[config.mk]
export PLATFORM = sky130hd
export DESIGN_NAME = fifo_sr_drain
export DESIGN_NICKNAME = d
export VERILOG_FILES = /design/src/rtl/fifo_sr_pkg.sv /design/src/rtl/fifo_sr_drain.sv
export SDC_FILE = /design/constraint.sdc
export NUM_CORES = 1
export LEC_CHECK = 0
export CAP_MARGIN = 40
export CORE_ASPECT_RATIO = 1.75
export CORE_MARGIN = 2
export CORE_UTILIZATION = 35
export DETAILED_ROUTE_END_ITERATION = 12
export PLACE_DENSITY = 0.62
export SETUP_SLACK_MARGIN = 0.2
export SYNTH_ARGS = -nofsm -noshare
export SYNTH_HDL_FRONTEND = slang
export SYNTH_SLANG_ARGS = --single-unit
export TNS_END_PERCENT = 50
[constraint.sdc]
create_clock -name clk -period 3.9 [get_ports clk]
set_input_delay 0.78 -clock clk [delete_from_list [all_inputs] [get_ports clk]]
set_output_delay 0.78 -clock clk [all_outputs]
set_load 0.05 [all_outputs]
[src/rtl/fifo_sr_pkg.sv]
// Shared types for the shift-register FIFO drain stage.
package fifo_sr_pkg;

    typedef enum logic [1:0] {EMPTY, ONE, TWO} drain_state_t;

endpackage

[src/rtl/fifo_sr_drain.sv]
// Drains the shift-register FIFO pop port into a registered valid/ready stream
// through a 2-entry buffer, so out_ready never reaches fifo_pop combinationally.
module fifo_sr_drain
    import fifo_sr_pkg::*;
#(
    parameter int W = 32
) (
    input  logic         clk,
    input  logic         rst,
    input  logic         fifo_empty_r,
    output logic         fifo_pop,
    input  logic         fifo_pop_data_valid,
    input  logic [W-1:0] fifo_pop_data,
    input  logic         flush,
    output logic         out_valid,
    output logic [W-1:0] out_data,
    input  logic         out_ready,
    output logic         busy
);

    drain_state_t state_q, state_d;
    logic [W-1:0] a_q, a_d;
    logic [W-1:0] b_q, b_d;
    logic         cap;
    logic         deq;

    // Room for a word exists whenever fewer than two are held; the pop
    // decision looks only at registered state and upstream flags.
    assign fifo_pop  = !rst && !flush && !fifo_empty_r && (state_q != TWO);
    assign cap       = fifo_pop_data_valid;

    assign out_valid = !rst && (state_q != EMPTY);
    assign busy      = out_valid;
    assign out_data  = out_valid ? a_q : '0;
    assign deq       = out_valid && out_ready;

    always_comb begin
        state_d = state_q;
        a_d     = a_q;
        b_d     = b_q;
        case (state_q)
            EMPTY: begin
                if (cap) begin
                    state_d = ONE;
                    a_d     = fifo_pop_data;
                end
            end
            ONE: begin
                if (cap && deq) begin
                    a_d = fifo_pop_data;
                end else if (cap) begin
                    state_d = TWO;
                    b_d     = fifo_pop_data;
                end else if (deq) begin
                    state_d = EMPTY;
                end
            end
            TWO: begin
                if (deq) begin
                    state_d = ONE;
                    a_d     = b_q;
                end
            end
            default: state_d = EMPTY;
        endcase
        if (flush) state_d = EMPTY;
    end

    always_ff @(posedge clk) begin
        if (rst) state_q <= EMPTY;
        else     state_q <= state_d;
    end

    // Data slots carry no reset; occupancy alone decides what is visible.
    always_ff @(posedge clk) begin
        a_q <= a_d;
        b_q <= b_d;
    end

`ifndef SYNTHESIS
    a_cap_eq_pop: assert property (@(posedge clk) fifo_pop_data_valid == fifo_pop);
    a_no_cap_two: assert property (@(posedge clk) disable iff (rst) !(cap && state_q == TWO));
    a_hold_stable: assert property (@(posedge clk) disable iff (rst)
        (out_valid && !out_ready && !flush) |=> $stable(out_data));
    a_state_legal: assert property (@(posedge clk) 2'(state_q) != 2'b11);
`endif

endmodule

==> results.py, run 1 <==
metrics = {
    "place": {
        "dp_hpwl_mm": 3.449,
        "gp_congestion": 0.6543,
        "postPlaceCellArea_sq_um": 3991,
        "dp.cells": 316,
        "numPortBuffers": 72,
    },
    "worst_setup_path": {
        "rr_startpoint": "state_q[1]",
        "worstReg2RegEnd": "b_q[20]",
        "worstPathRequired_ps": 3120,
        "slowest_delay_ps": 850,
        "crit_fanout": 6,
        "critPathLaunchType": "primary input",
        "crit_end": "fifo_pop",
        "rr_worst_depth": 4,
        "crit_path_cell_trace": "clkdlybuf4s50_1 -> nor4_1 -> clkdlybuf4s50_1",
        "crit_start": "rst",
        "path_depth": 3,
        "end_kind": "output pin",
        "r2r_setup_slack_ps": 2030,
        "critPathBufInv": 2,
        "worst_path_max_delay_cell": "clkdlybuf4s50_1",
        "cp_top_family": "buffers and inverters",
        "critPathKind": "primary input to output pin",
        "critPathArrivalTime_ps": 2440,
        "worst_path_most_repeated_cell": "clkdlybuf4s50_1",
    },
    "global_routing": {
        "grt_pass1_wl_mm": 7.907,
        "antenna_found_initial": 0,
        "overflow": 0,
        "first_global_vias": 1573,
        "track_usage_pct": 12.39,
        "grt_max_degree": 34,
    },
    "outcome": {
        "status": "finished clean",
    },
    "routing": {
        "vias_per_cell": 4.614,
        "wire_per_inst_um": 14.79,
        "drt_wl_total_mm": 4.910,
        "antenna_left": 0,
        "dr.pass1.iters": 4,
        "drc": 0,
        "num_vias": 1532,
        "drtIter0Drc": 92,
    },
    "power_and_ir_drop": {
        "power.density_nw_per_um2": 413.2,
        "report.power.total_mw": 1.761,
        "p_leak_nw": 1.543,
        "peakVddDrop_mv": 0.2715,
    },
    "clock_tree": {
        "cts_buffer_depth": 2,
        "cts_tree": "built",
        "root_buffer": "clkbuf_16",
        "clkTransAtPathRegs_ps": 50,
        "cts_buffers": 9,
        "cts.sinks": 66,
        "cts_resized": 0,
        "cts_setup_buffers": 0,
        "h-tree-depth": 3,
        "ctsHoldBuffers": 0,
        "insertion_delay_ps": 320,
    },
    "finish": {
        "area_delta_synth_final_pct": 50.35,
        "antennaDiodeCount": 0,
        "final_cell_area_sq_um": 4263,
        "fin_cells": 332,
        "drive_gt1_share_pct": 36.78,
        "final_util_pct": 53.90,
        "final_nets": 275,
    },
    "floorplan": {
        "die_h_um": 123.1,
        "die_width_um": 72.04,
        "start_util_pct": 35.85,
        "core_area_sq_um": 7909,
        "ioPinCount": 73,
        "die_area_sq_um": 8865,
        "rows": 43,
    },
    "sta": {
        "fin_skew_ps": 3.959,
        "fmax_ghz": 0.3102,
        "post-route-period-util_pct": 82.65,
        "rsz0062_at_grt": "false",
        "hold_viol": 0,
        "worstMarginPinSlew_ps": 637.5,
        "relSlewSlack_pct": 57.40,
        "maxSlewViolCount": 0,
        "setup_viol": 0,
        "finalCriticalPeriod_ps": 3223,
        "tns_ps": 0,
    },
    "synth": {
        "ys_ff_latch": 66,
        "synthMostInstantiatedCell": "edfxtp_1",
        "synth_fp_nets": 195,
        "synth-main-ff-cell": "edfxtp_1",
        "yosysSeqAreaShare_pct": 69.20,
        "synth_top_area_share_pct": 67.78,
        "synth_edf_count": 64,
        "avgSynthCellArea_sq_um": 18.06,
        "ys_async_sr_fraction_pct": 0,
        "ys_types": 24,
        "yosysTopAreaCell": "edfxtp_1",
        "synth.area.top_cells": "edfxtp_1 (68%), mux2_4 (15%), and2_1 (7.1%), buf_12 (2.1%), mux2_2 (1.6%)",
        "synthCells": 157,
        "syn_area_sq_um": 2835,
        "ys_warn_count": 0,
        "yosys-top-cells-count": "edfxtp_1 (64), and2_1 (32), mux2_4 (28)",
    },
    "min_path": {
        "min_path_type": "flip-flop to flip-flop",
    },
    "flow_run": {
        "cap_violations": 0,
    },
}
## through the flow
stage                     setup slack [ps]  hold WS, ps
after floorplan                      785.2        523.1
after global placement               686.3        531.0
after detailed placement             661.6        537.1
after CTS                            661.6        547.4
after global routing                 604.7        557.2
final                                676.6        545.7
## cells by family (layout without fill, tap and decap cells)
logic type             count (synthesis)  after routing  share of synthesized area, %
AO/OA/AOI/OAI                          6              6                         1.103
buffers and inverters                  8             93                         3.222
flip-flops                            66             66                         69.20
multiplexers                          32             32                         16.42
AND/OR/NAND/NOR                       45             45                         10.06
## cell type report
class | instances | area [sq um]
flip-flops and latches | 66 | 1962
multi-input cells | 83 | 805.8
repair buffers | 77 | 1111
clock buffers | 16 | 271.5
well taps | 90 | 112.6
fillers | 645 | 3646
## registers in the layout, indices dropped and copies added (netlist names)
name and cells:
a_q 32, b_q 32, state_q 2
## placed cells by master, fill, tap and decap left out
| master | synthesis | layout |
|---|---|---|
| and2b_2 | 1 | 1 |
| nand2_1 | 2 | 2 |
| nor2b_4 | 0 | 1 |
| nor2b_1 | 1 | 1 |
| mux2_2 | 4 | 4 |
| nor2_2 | 1 | 1 |
| mux2_4 | 28 | 28 |
| o21ai_4 | 0 | 1 |
| nor4_1 | 1 | 1 |
| clkbuf_8 | 0 | 2 |
| buf_4 | 1 | 4 |
| buf_12 | 3 | 35 |
| or3_2 | 1 | 1 |
| clkbuf_16 | 0 | 9 |
| o22ai_1 | 1 | 1 |
| clkdlybuf4s50_1 | 0 | 38 |
| a21oi_1 | 4 | 4 |
| edfxtp_1 | 64 | 64 |
| or3_1 | 1 | 1 |
| nor2_1 | 2 | 1 |
| and2_1 | 32 | 32 |
| nor2_4 | 0 | 1 |
| nor3b_1 | 1 | 1 |
| nor4_2 | 1 | 1 |
| clkbuf_1 | 2 | 5 |
| dfxtp_1 | 2 | 2 |
## routing by layer
layer,share of wire (%),GRT usage (%)
met1,38,13.20
met2,55,20.72
met3,4.9,4.971
met4,2.1,6.722
met5,0,0
## worst min-delay path by stage
| stage | startpoint | end | slack, ps | cells past startpoint |
|---|---|---|---|---|
| after floorplan | b_q[13] | a_q[13] | 520 | 1 |
| after global placement | b_q[26] | a_q[26] | 530 | 1 |
| after detailed placement | b_q[8] | a_q[8] | 540 | 1 |
| after CTS | b_q[24] | a_q[24] | 550 | 1 |
| after global routing | b_q[6] | a_q[6] | 560 | 1 |
| final | b_q[16] | a_q[16] | 550 | 1 |
## power breakdown
part	total (mW)	switching [mW]	leakage, nW	internal, mW
Clock	0.723	0.258	0.131	0.465
Combinational	0.207	0.0961	0.793	0.111
Sequential	0.831	0.00841	0.619	0.822
Total	1.76	0.363	1.54	1.40
Note: power is estimated with default switching activity, not from simulation.
==> run 2, diff against run 1 <==
==> constraint.sdc (replaced) <==
create_clock -name clk -period 2.9 [get_ports clk]
set_input_delay 0.58 -clock clk [delete_from_list [all_inputs] [get_ports clk]]
set_output_delay 0.58 -clock clk [all_outputs]
set_load 0.05 [all_outputs]
==> run 2 against run 1 <==
Effect of this change: utilization rose by 0.32 points; via count fell by 0.39%; worst setup slack got worse by 290 ps; critical endpoint is now out_data[26].
==> results.py, run 2 (synthesis results as in run 1) <==
metrics = {
    "worst_setup_path": {
        "r2r_setup_slack_ps": 990,
        "crit_start": "rst",
        "critPathKind": "primary input to output pin",
        "critPathLaunchType": "primary input",
        "crit_fanout": 26,
        "worst_path_max_delay_cell": "clkdlybuf4s50_1",
        "end_kind": "output pin",
        "rr_startpoint": "state_q[1]",
        "crit_path_cell_trace": "clkdlybuf4s50_1 -> nor2_2 -> buf_4 -> and2_1 -> buf_12",
        "critPathArrivalTime_ps": 1930,
        "slowest_delay_ps": 530,
        "worstPathRequired_ps": 2320,
    },
    "clock_tree": {
        "insertion_delay_ps": 320,
        "clkTransAtPathRegs_ps": 50,
        "ctsHoldBuffers": 0,
        "cts_buffers": 9,
        "h-tree-depth": 3,
        "cts_setup_buffers": 0,
        "cts_buffer_depth": 2,
        "cts_resized": 0,
        "root_buffer": "clkbuf_16",
        "cts_tree": "built",
        "cts.sinks": 66,
    },
    "sta": {
        "maxSlewViolCount": 0,
        "tns_ps": 0,
        "hold_viol": 0,
        "fin_skew_ps": 4.739,
        "worstMarginPinSlew_ps": 642.2,
        "finalCriticalPeriod_ps": 2512,
        "relSlewSlack_pct": 57.10,
        "setup_viol": 0,
        "rsz0062_at_grt": "false",
        "post-route-period-util_pct": 86.63,
        "fmax_ghz": 0.3981,
    },
    "floorplan": {
        "start_util_pct": 35.85,
        "die_width_um": 72.04,
        "core_area_sq_um": 7909,
        "die_area_sq_um": 8865,
        "die_h_um": 123.1,
        "rows": 43,
        "ioPinCount": 73,
    },
    "outcome": {
        "status": "finished clean",
    },
    "global_routing": {
        "grt_pass1_wl_mm": 7.941,
        "grt_max_degree": 27,
        "overflow": 0,
        "track_usage_pct": 12.45,
        "antenna_found_initial": 0,
        "first_global_vias": 1564,
    },
    "place": {
        "gp_congestion": 0.6947,
        "dp.cells": 318,
        "dp_hpwl_mm": 3.507,
        "numPortBuffers": 72,
    },
    "power_and_ir_drop": {
        "switching_share_pct": 21.23,
        "p_leak_nw": 1.559,
        "power.switching_mw": 0.4993,
        "combPwrFrac_pct": 11.9,
        "p_seq_share_pct": 47.5,
        "power.density_nw_per_um2": 548.5,
        "peakVddDrop_mv": 0.3247,
        "p_int_mw": 1.852,
        "p_clk_share_pct": 40.6,
    },
    "finish": {
        "drive_gt1_share_pct": 38.93,
        "fin_cells": 334,
        "n_fill_cell": 640,
        "top_regs": "a_q x32, b_q x32, state_q x2",
        "antennaDiodeCount": 0,
        "area_delta_synth_final_pct": 51.24,
        "final_common_cell": "edfxtp_1",
        "final_nets": 277,
        "layout_common_cells": "edfxtp_1 (64), clkdlybuf4s50_1 (37), buf_12 (36), and2_1 (32), mux2_4 (28)",
    },
    "routing": {
        "drc": 0,
        "wire_per_inst_um": 14.76,
        "drt_wl_total_mm": 4.929,
        "dr.pass1.iters": 3,
        "vias_per_cell": 4.569,
        "num_vias": 1526,
        "antenna_left": 0,
        "drtIter0Drc": 73,
    },
    "min_path": {
        "timing.hold.worst.start": "b_q[12]",
        "min_path_type": "flip-flop to flip-flop",
    },
    "flow_run": {
        "cap_violations": 0,
    },
}
run 2: through the flow:
stage               hold WS (ps)  worst slack [ps]  utilization [%]  cell area (sq um)  total power [mW]
global route               558.3             258.7            54.22               4288             2.434
detailed placement         534.9             356.2            50.86               4023             1.421
finish                     542.3             387.8            54.22               4288             2.352
global placement           530.8             380.9            50.86               4023             1.416
CTS                        546.6             360.8            54.22               4288             2.385
floorplan                  523.1             315.9                -               2845             1.264
run 2: path summary, 6_finish.rpt:
| path | cells past startpoint | endpoint |
|---|---|---|
| worst max-delay path | 5 | out_data[26] |
| worst min-delay path | 1 | a_q[12] |
| worst max register to register | 3 | a_q[14] |
| worst min register to register | 1 | a_q[12] |
run 2: metal layers:
layer / global-route usage [%] / share of wire, % / vias to the layer above / wire length (um)
met1: 13.81 / 37 / 724 / 1836
met2: 20.43 / 55 / 42 / 2719
li1: - / - / 749 / -
met3: 3.993 / 4.8 / 11 / 238
met4: 7.783 / 2.7 / 0 / 135
met5: 0 / 0 / - / 0
run 2: worst max-delay path: cells and delay by family:
kind,cells,cell delay [ps]
and+or+nand+nor,2,390
buffers and inverters,3,950
run 2: power by group through the flow:
| stage | registers, mW | clock network [mW] | logic, mW |
|---|---|---|---|
| final | 1.12 | 0.955 | 0.280 |
| after global routing | 1.12 | 1.01 | 0.298 |
| after CTS | 1.12 | 0.983 | 0.285 |
| after detailed placement | 1.14 | 0 | 0.284 |
| after global placement | 1.14 | 0 | 0.280 |
| after floorplan | 1.13 | 0 | 0.132 |
run 2: area by class of cell:
| class | count | area (sq um) | share of cell area (%) |
|---|---|---|---|
| Clock inverter | 3 | 15.01 | 0.3502 |
| Timing Repair Buffer | 79 | 1136 | 26.50 |
| Sequential cell | 66 | 1962 | 45.75 |
| Tap cell | 90 | 112.6 | 2.626 |
| Multi-Input combinational cell | 83 | 812.0 | 18.94 |
| Clock buffer | 13 | 250.2 | 5.836 |
==> run 3, diff against run 2 <==
--- a/config.mk
+++ b/config.mk
@@ -12,6 +12,7 @@
 export DETAILED_ROUTE_END_ITERATION = 12
 export PLACE_DENSITY = 0.62
 export SETUP_SLACK_MARGIN = 0.2
+export SKIP_CTS_REPAIR_TIMING = 1
 export SYNTH_ARGS = -nofsm -noshare
 export SYNTH_HDL_FRONTEND = slang
 export SYNTH_SLANG_ARGS = --single-unit
==> results of run 3 <==
Same layout as run 2: the final DEF is identical, and so are final timing and power.
